<file path="src/rtl/multdiv_stall_ctrl.sv">
// Sequences the shared multicycle mult/div unit against the 5-stage pipeline and
// inserts the single-cycle load-use stall that the bypass network cannot cover.
module multdiv_stall_ctrl #(
  parameter int unsigned MD_TIMEOUT = 40,
  parameter int unsigned CNT_W      = 6
) (
  input  logic       clock,
  input  logic       reset,
  input  logic       mult_DX,
  input  logic       div_DX,
  input  logic       flush_DX,
  input  logic       load_DX,
  input  logic [4:0] rd_DX,
  input  logic [4:0] rs_FD,
  input  logic [4:0] rt_FD,
  input  logic       uses_rs_FD,
  input  logic       uses_rt_FD,
  input  logic       store_FD,
  input  logic       md_rdy,
  input  logic       md_exc,
  output logic       md_ctrl_mult,
  output logic       md_ctrl_div,
  output logic       pc_we,
  output logic       fd_we,
  output logic       dx_bubble,
  output logic       dx_we,
  output logic       xm_bubble,
  output logic       md_result_we,
  output logic       md_ovf,
  output logic       md_busy
);

  typedef enum logic {StIdle, StBusy} state_e;

  localparam logic [CNT_W-1:0] CntLast = CNT_W'(MD_TIMEOUT - 1);

  state_e           state_q, state_d;
  logic [CNT_W-1:0] count_q, count_d;
  logic             launch, luse, timeout;

  assign launch  = (mult_DX | div_DX) & ~flush_DX;
  assign luse    = load_DX & ~flush_DX & (rd_DX != 5'd0) &
                   ((uses_rs_FD & (rs_FD == rd_DX)) |
                    (uses_rt_FD & ~store_FD & (rt_FD == rd_DX)));
  assign timeout = (count_q == CntLast);

  always_ff @(posedge clock) begin
    if (reset) begin
      state_q <= StIdle;
      count_q <= '0;
    end else begin
      state_q <= state_d;
      count_q <= count_d;
    end
  end

  always_comb begin
    state_d      = state_q;
    count_d      = count_q;
    md_ctrl_mult = 1'b0;
    md_ctrl_div  = 1'b0;
    pc_we        = 1'b1;
    fd_we        = 1'b1;
    dx_bubble    = 1'b0;
    dx_we        = 1'b1;
    xm_bubble    = 1'b0;
    md_result_we = 1'b0;
    md_ovf       = 1'b0;
    md_busy      = 1'b0;
    // Under reset every qualifier is masked so the pipeline sees plain IDLE values.
    if (!reset) begin
      unique case (state_q)
        StIdle: begin
          if (launch) begin
            md_ctrl_mult = mult_DX;
            md_ctrl_div  = div_DX & ~mult_DX;
            pc_we        = 1'b0;
            fd_we        = 1'b0;
            dx_we        = 1'b0;
            xm_bubble    = 1'b1;
            state_d      = StBusy;
            count_d      = '0;
          end else if (luse) begin
            pc_we     = 1'b0;
            fd_we     = 1'b0;
            dx_bubble = 1'b1;
          end
        end
        StBusy: begin
          md_busy = 1'b1;
          if (count_q != '1) count_d = count_q + 1'b1;
          if (md_rdy || timeout) begin
            md_result_we = 1'b1;
            md_ovf       = md_rdy ? md_exc : 1'b1;
            state_d      = StIdle;
          end else begin
            pc_we     = 1'b0;
            fd_we     = 1'b0;
            dx_we     = 1'b0;
            xm_bubble = 1'b1;
          end
        end
        default: state_d = StIdle;
      endcase
    end
  end

endmodule

</file>
<file path="config.mk">
export PLATFORM = sky130hd
export DESIGN_NAME = multdiv_stall_ctrl
export DESIGN_NICKNAME = d
export VERILOG_FILES = /design/src/rtl/multdiv_stall_ctrl.sv
export SDC_FILE = /design/constraint.sdc
export NUM_CORES = 1
export LEC_CHECK = 0
export BUFFER_PORTS_ARGS = -buffer_cell sky130_fd_sc_hd__buf_4
export CAP_MARGIN = 20
export CORE_MARGIN = 5
export CORE_UTILIZATION = 41
export DETAILED_ROUTE_END_ITERATION = 6
export PLACE_DENSITY_LB_ADDON = 0.05
export SLEW_MARGIN = 20
export SYNTH_ARGS = -nofsm -noshare
export SYNTH_HDL_FRONTEND = slang
export SYNTH_SLANG_ARGS = --single-unit
</file>
<file path="constraint.sdc">
create_clock -name clock -period 2.4 [get_ports clock]
set_clock_uncertainty 0.1 [all_clocks]
set_input_delay 0.48 -clock clock [delete_from_list [all_inputs] [get_ports clock]]
set_output_delay 0.48 -clock clock [all_outputs]
set_load 0.01 [all_outputs]
</file>
==> metrics.log, run 1 <==
INFO  metric cts_sinks = 7
INFO  metric viasPerCell = 5.41
INFO  metric htree_levels = 1
INFO  metric worst_setup_path_start_kind = flop
INFO  metric firstDrtPassIters = 4
INFO  metric crit_path_max_incr_delay = 370 ps
INFO  metric gp_congestion = 0.785
INFO  metric grt_antenna_before_repair = 0
INFO  metric multiInputGateArea = 449 sq um
INFO  metric yosys_warnings = 0
INFO  metric cts-hold-fix-buffers = 0
INFO  metric remaining_drc_errors = 0
INFO  metric layout.cells.most_common = buf_4
INFO  metric finalCriticalPeriod = 2340 ps
INFO  metric mostFrequentLayoutCells = buf_4, xor2_1, a21oi_1
INFO  metric finalHoldViolCount = 0
INFO  metric postSynthCellCount = 70
INFO  metric timing.critical_path.fanout_max = 4
INFO  metric power.density = 365 nW/um^2
INFO  metric clock_network_latency_to_the_later_pin_of_the_worst_skew_pair = 250 ps
INFO  metric avgSynthCellArea = 8.28 sq um
INFO  metric grt_max_degree = 12
INFO  metric floorplan.initialDensity = 0.440
INFO  metric grt_pass1_vias = 628
INFO  metric tritoncts_clock_tree = built
INFO  metric clkTransAtPathRegs = 50 ps
INFO  metric final_net_count = 135
INFO  metric path_cells = ha_4 -> nand3_4 -> o31a_1 -> a21oi_2 -> o32a_1 -> buf_6
INFO  metric dp.final_hpwl = 1.31 mm
INFO  metric final-seq-area = 143 sq um
INFO  metric placement_rows = 13
INFO  metric critPathRequiredTime = 1820 ps
INFO  metric final_core_utilization = 0.708
INFO  metric timing.critical_path.to_type = primary output
INFO  metric synth_cell_type_count = 30
INFO  metric outcome = completed
INFO  metric via_count = 660
INFO  metric routed_wl = 1.70 mm
INFO  metric filler_cell_count = 107
INFO  metric cts_buffers = 3
INFO  metric critical_path_class = flop to primary output
INFO  metric register_area_share_after_synthesis = 0.242
INFO  metric numPortBuffers = 35
INFO  metric ant_nets = 0
INFO  metric syn-cell-area = 579 sq um
INFO  metric area.growth.synth_to_final = 61.1%
INFO  metric p_total = 340 uW
INFO  metric setup_viol = 0
INFO  metric relSlewSlack = 0.713
INFO  metric maxCapViolCount = 0
INFO  metric count_of_buffering_cells_on_the_critical_path_with_inverters_included = 1
INFO  metric drive_above_1_share = 0.467
INFO  metric core_region_area = 1320 sq um
INFO  metric fin_crit_sh = 0.976
INFO  metric slew_violations = 0
INFO  metric num_io_pins = 36
INFO  metric critical_path.slowest_cell = dfxtp_2
INFO  metric clock_tree.buffer_depth = 2
INFO  metric irDropWorstVdd = 271 uV
INFO  metric chip_height = 47.6 microns
INFO  metric synth_nets = 97
INFO  metric cts_root_buffer = clkbuf_4
INFO  metric tightest_slew = 430 ps
INFO  metric grt_first_pass_wirelength = 2.53 mm
INFO  metric avgRoutedWirePerCell = 13.9 microns
INFO  metric leakage = 0.370 nW
INFO  metric max_freq = 0.427 GHz
INFO  metric drt_iter0_markers = 9
INFO  metric diodes = 0
INFO  metric crit_family = compound AO/OA/AOI/OAI gates
INFO  metric global_route.usage.total = 0.158
INFO  metric synth_seq_cells = 7
INFO  metric die_w = 47.6 microns
INFO  metric gr-total-overflow = 0
INFO  metric min-delay-path-class = primary input to flop
INFO  metric dieArea = 2260 sq um
INFO  metric timing.critical_path.arrival = 1760 ps
[report_power, final]
part           leakage (nW)  switching, mW  internal, mW  total, mW
registers            0.0577        0.00632         0.119      0.126
logic                 0.297         0.0448        0.0643      0.109
clock network        0.0150         0.0422        0.0634      0.106
total                 0.370         0.0933         0.247      0.340
[final cells by class]
cell class | instances | share of cell area
multi-input cells | 57 | 0.481
inverters | 3 | 0.0121
flip-flops and latches | 7 | 0.153
well taps | 15 | 0.0201
repair buffers | 36 | 0.306
clock buffers | 4 | 0.0282
[synthesized netlist by cell type (all sizes together)]
cell    count  area share
nand2       3       0.019
clkbuf      1      0.0065
nor2        2       0.013
o21a        1       0.013
o32a        1       0.017
o21ba       1       0.028
o211ai      3       0.039
or2         2       0.022
nor4bb      1       0.017
xor2        9        0.14
inv         3       0.019
o31a        1       0.015
nor2b       4       0.043
o31ai       1       0.013
o21ai       3       0.026
ha          1       0.022
a21oi       7       0.060
o22ai       1       0.035
dfxtp       7        0.24
buf         2       0.022
nor4b       1       0.015
or3         3       0.032
nand3       4       0.043
a32oi       1       0.015
xnor2       1       0.015
nor4        3       0.032
nor3b       1       0.013
or4         2       0.026
[metal layers]
layer,vias to the layer above,global-route usage,wire length [microns],share of wire
met5,-,0,0,0
met4,0,0.0161,0,0
met3,0,0.0789,145,0.085
met2,23,0.297,927,0.55
met1,304,0.163,627,0.37
li1,333,-,-,-
[path summary, 6_finish.rpt]
| path | start | end | slack (ps) | cells past startpoint |
|---|---|---|---|---|
| worst max-delay path | count_q[0]$_SDFFE_PP0P_ | fd_we | 60 | 6 |
| worst min-delay path | reset | count_q[1]$_SDFFE_PP0P_ | 360 | 2 |
| worst max register to register | state_q$_DFF_P_ | count_q[5]$_SDFFE_PP0P_ | 830 | 3 |
| worst min register to register | count_q[1]$_SDFFE_PP0P_ | count_q[1]$_SDFFE_PP0P_ | 390 | 2 |
[per-stage QoR]
| step | cells | hold slack [ps] | instance area, sq um | TNS, ps | setup slack [ps] |
|---|---|---|---|---|---|
| 4_1_cts | 121 | 364 | 875 | 0 | 13.8 |
| 3_3_place_gp | 117 | 375 | 845 | 0 | 115 |
| 3_5_place_dp | 117 | 373 | 845 | 0 | 86.9 |
| 2_1_floorplan | 70 | 349 | 579 | 0 | 246 |
| 5_1_grt | 122 | 373 | 933 | -35.9 | -18.8 |
| 6_report | 122 | 361 | 933 | 0 | 58.6 |
[state kept, by name, summed over array words and instances (netlist names)]
register,count
state_q,1
count_q,6
[worst reg2reg max path: stages, from the launching register on]
cell	delay (ps)
dfxtp_1	580
o22ai_4	180
or4_1	480
a21oi_1	150
[cells by family (layout without fill, tap and decap cells)]
group	count (synthesis)	in the layout	synth area share
buffers and inverters	6	43	0.0475
adder cells (fa/ha/maj)	1	1	0.0216
XOR/XNOR	10	10	0.151
flip-flops	7	7	0.242
AO/OA/AOI/OAI	20	20	0.261
AND/OR/NAND/NOR	26	26	0.276
[what timing repair did]
| item | 4_1_cts | 5_1_grt |
|---|---|---|
| endpoints found under the hold margin | 0 | 0 |
| buffers inserted | 0 | 1 |
| pin swaps | 0 | 7 |
| setup endpoints to repair | 2 | 5 |
| gates resized for setup | 1 | 11 |
(Power assumes the default switching activity.)
==> inputs of run 2 (changes only) <==
Settings changed: CORE_UTILIZATION 41 to 37, MAX_ROUTING_LAYER set to met4.
Clock period 2.4 ns to 2.1 ns, I/O delays scaled along.
==> metrics.log, run 2 (synthesized netlist as in run 1, its figures left out) <==
INFO  metric setup_viol = 3 (+3)
INFO  metric dp.final_hpwl = 1.29 mm (-1.4%)
INFO  metric final-seq-area = 143 sq um (unchanged)
INFO  metric dp.cells = 121 (+3.4%)
INFO  metric largest_register = count_q
INFO  metric cts_buffers = 3 (unchanged)
INFO  metric global_route.usage.total = 0.149 (-0.00947)
INFO  metric power.density = 397 nW/um^2 (+9.0%)
INFO  metric max_freq = 0.452 GHz
INFO  metric area.growth.synth_to_final = 71.1%
INFO  metric hp-start = reset
INFO  metric timing.critical_path.arrival = 1690 ps (-70 ps)
INFO  metric critPathRequiredTime = 1580 ps (-240 ps)
INFO  metric critical_path_class = primary input to primary output
INFO  metric diodes = 0 (unchanged)
INFO  metric routed_wl = 1.69 mm (-0.35%)
INFO  metric violations_in_the_final_reports = setup timing
INFO  metric post-route-cell-area = 991 sq um (+6.2%)
INFO  metric largest_registers = count_q x6, state_q x1
INFO  metric tightest_slew = 416 ps (-14.0 ps)
INFO  metric drive_above_1_share = 0.487 (+0.0194)
INFO  metric slew_violations = 0 (unchanged)
INFO  metric leakage = 0.407 nW (+10%)
INFO  metric firstDrtPassIters = 4 (unchanged)
INFO  metric layout.cells.most_common = buf_4
INFO  metric floorplan.initialDensity = 0.389 (-0.0506)
INFO  metric chip_height = 49.6 microns (+4.2%)
INFO  metric outcome = finished with violations
INFO  metric post_dp_cell_area = 868 sq um (+2.8%)
INFO  metric critical_path.slowest_cell = or4_1
INFO  metric r2r-end = count_q[5]$_SDFFE_PP0P_
INFO  metric worst_setup_path_start_kind = primary input
INFO  metric p_total = 394 uW (+16%)
INFO  metric dieArea = 2460 sq um (+8.5%)
INFO  metric ant_nets = 0 (unchanged)
INFO  metric mostFrequentLayoutCells = buf_4, buf_6, xor2_1
INFO  metric tritoncts_clock_tree = built
INFO  metric grt_antenna_before_repair = 0 (unchanged)
INFO  metric final_net_count = 141 (+4.4%)
INFO  metric maxCapViolCount = 0 (unchanged)
INFO  metric core_region_area = 1490 sq um (+13%)
INFO  metric grt_first_pass_wirelength = 2.83 mm (+12%)
INFO  metric htree_levels = 1 (unchanged)
INFO  metric clock_tree.buffer_depth = 2 (unchanged)
INFO  metric final_core_utilization = 0.666 (-0.0429)
INFO  metric finalCriticalPeriod = 2210 ps
INFO  metric min_to = count_q[0]$_SDFFE_PP0P_
INFO  metric worst-r2r-setup-slack = 410 ps (-420 ps)
INFO  metric die_w = 49.6 microns (+4.2%)
INFO  metric min-delay-path-class = primary input to flop
INFO  metric num_io_pins = 36 (unchanged)
INFO  metric fin_crit_sh = 1.05
INFO  metric clkTransAtPathRegs = 60 ps (about the same)
INFO  metric critical_path.reg2reg.startpoint = count_q[0]$_SDFFE_PP0P_
INFO  metric largest_register_ff_count = 6 (unchanged)
INFO  metric grt_max_degree = 12 (unchanged)
INFO  metric min_delay_path_depth = 2 (unchanged)
INFO  metric cts_sinks = 7 (unchanged)
INFO  metric finalHoldViolCount = 0 (unchanged)
INFO  metric gr-total-overflow = 0 (unchanged)
INFO  metric timing.critical_path.to_type = primary output
INFO  metric clock_network_latency_to_the_later_pin_of_the_worst_skew_pair = 250 ps (about the same)
INFO  metric placement_rows = 14 (+1)
INFO  metric drt_iter0_markers = 3 (-6)
INFO  metric via_count = 681 (+3.2%)
INFO  metric post_layout_nonfiller_instances = 129 (+5.7%)
INFO  metric numPortBuffers = 35 (unchanged)
INFO  metric crit_path_max_incr_delay = 550 ps (+180 ps)
INFO  metric finalWorstSetupSlack = -114 ps (-173 ps)
INFO  metric viasPerCell = 5.28 (-2.4%)
INFO  metric irDropWorstVdd = 249 uV (-8.1%)
INFO  metric multiInputGateArea = 438 sq um (-2.5%)
INFO  metric relSlewSlack = 0.722 (+0.00933)
INFO  metric timing.critical_path.fanout_max = 3 (-1)
INFO  metric avgRoutedWirePerCell = 13.1 microns (-5.8%)
INFO  metric r2r_cells = 7 (+4)
INFO  metric grt_setup_unrepaired = yes
INFO  metric gp_congestion = 0.690 (-12%)
INFO  metric remaining_drc_errors = 0 (unchanged)
INFO  metric path_cells = buf_4 -> or4_1 -> o211ai_1 -> o32a_1 -> buf_6
INFO  metric grt_pass1_vias = 694 (+11%)
INFO  metric filler_cell_count = 137 (+28%)
INFO  metric cts_root_buffer = clkbuf_4
==> run 2: worst max-delay path by stage <==
stage	endpoint	start	slack, ps	cells past startpoint
5_1_grt	pc_we	rd_DX[1]	-200	5
6_report	fd_we	rd_DX[1]	-110	5
3_5_place_dp	fd_we	rd_DX[2]	-120	6
4_1_cts	pc_we	count_q[0]$_SDFFE_PP0P_	-110	7
2_1_floorplan	pc_we	count_q[0]$_SDFFE_PP0P_	60	6
3_3_place_gp	pc_we	rd_DX[3]	-70	6
==> run 2: layout make-up <==
class	instances	area share
clock buffer	4	0.0265
multi-input combinational	57	0.442
tap	16	0.0202
sequential	7	0.144
timing repair buffer	42	0.356
inverter	3	0.0114
==> run 2: what timing repair did <==
item / in CTS / in global routing
gates resized for setup: 10 / 8
endpoints found under the hold margin: 0 / 0
hold buffers: 0 / 0
setup buffers: 3 / 1
endpoints found under the setup margin: 7 / 7
pin swaps: 6 / 6
==> run 2: report_power, final <==
| part | switching (mW) | internal [mW] | total, mW |
|---|---|---|---|
| sequential | 0.00630 | 0.136 | 0.143 |
| clock | 0.0474 | 0.0724 | 0.120 |
| combinational | 0.0506 | 0.0806 | 0.131 |
| total | 0.104 | 0.289 | 0.394 |
==> run 2: through the flow <==
step | setup TNS, ps | hold WS, ps | setup WS (ps)
after global routing | -728 | 293 | -198
after global placement | -131 | 371 | -65.7
after detailed placement | -231 | 387 | -115
after CTS | -244 | 282 | -108
after floorplan | 0 | 349 | 60.4
final | -254 | 292 | -114
==> run 2: per-layer routing <==
layer	global-route usage	vias to the layer above	share of wire
met3	0.0181	2	0.049
met2	0.246	24	0.54
met4	0.0917	0	0.013
li1	-	346	-
met5	-	-	0
met1	0.168	309	0.40
==> run 2: critical path, delay by kind of cell <==
kind | cells | cell delay, ps
AOI/OAI and AO/OA | 2 | 480
buffers and inverters | 2 | 240
and+or+nand+nor | 1 | 550
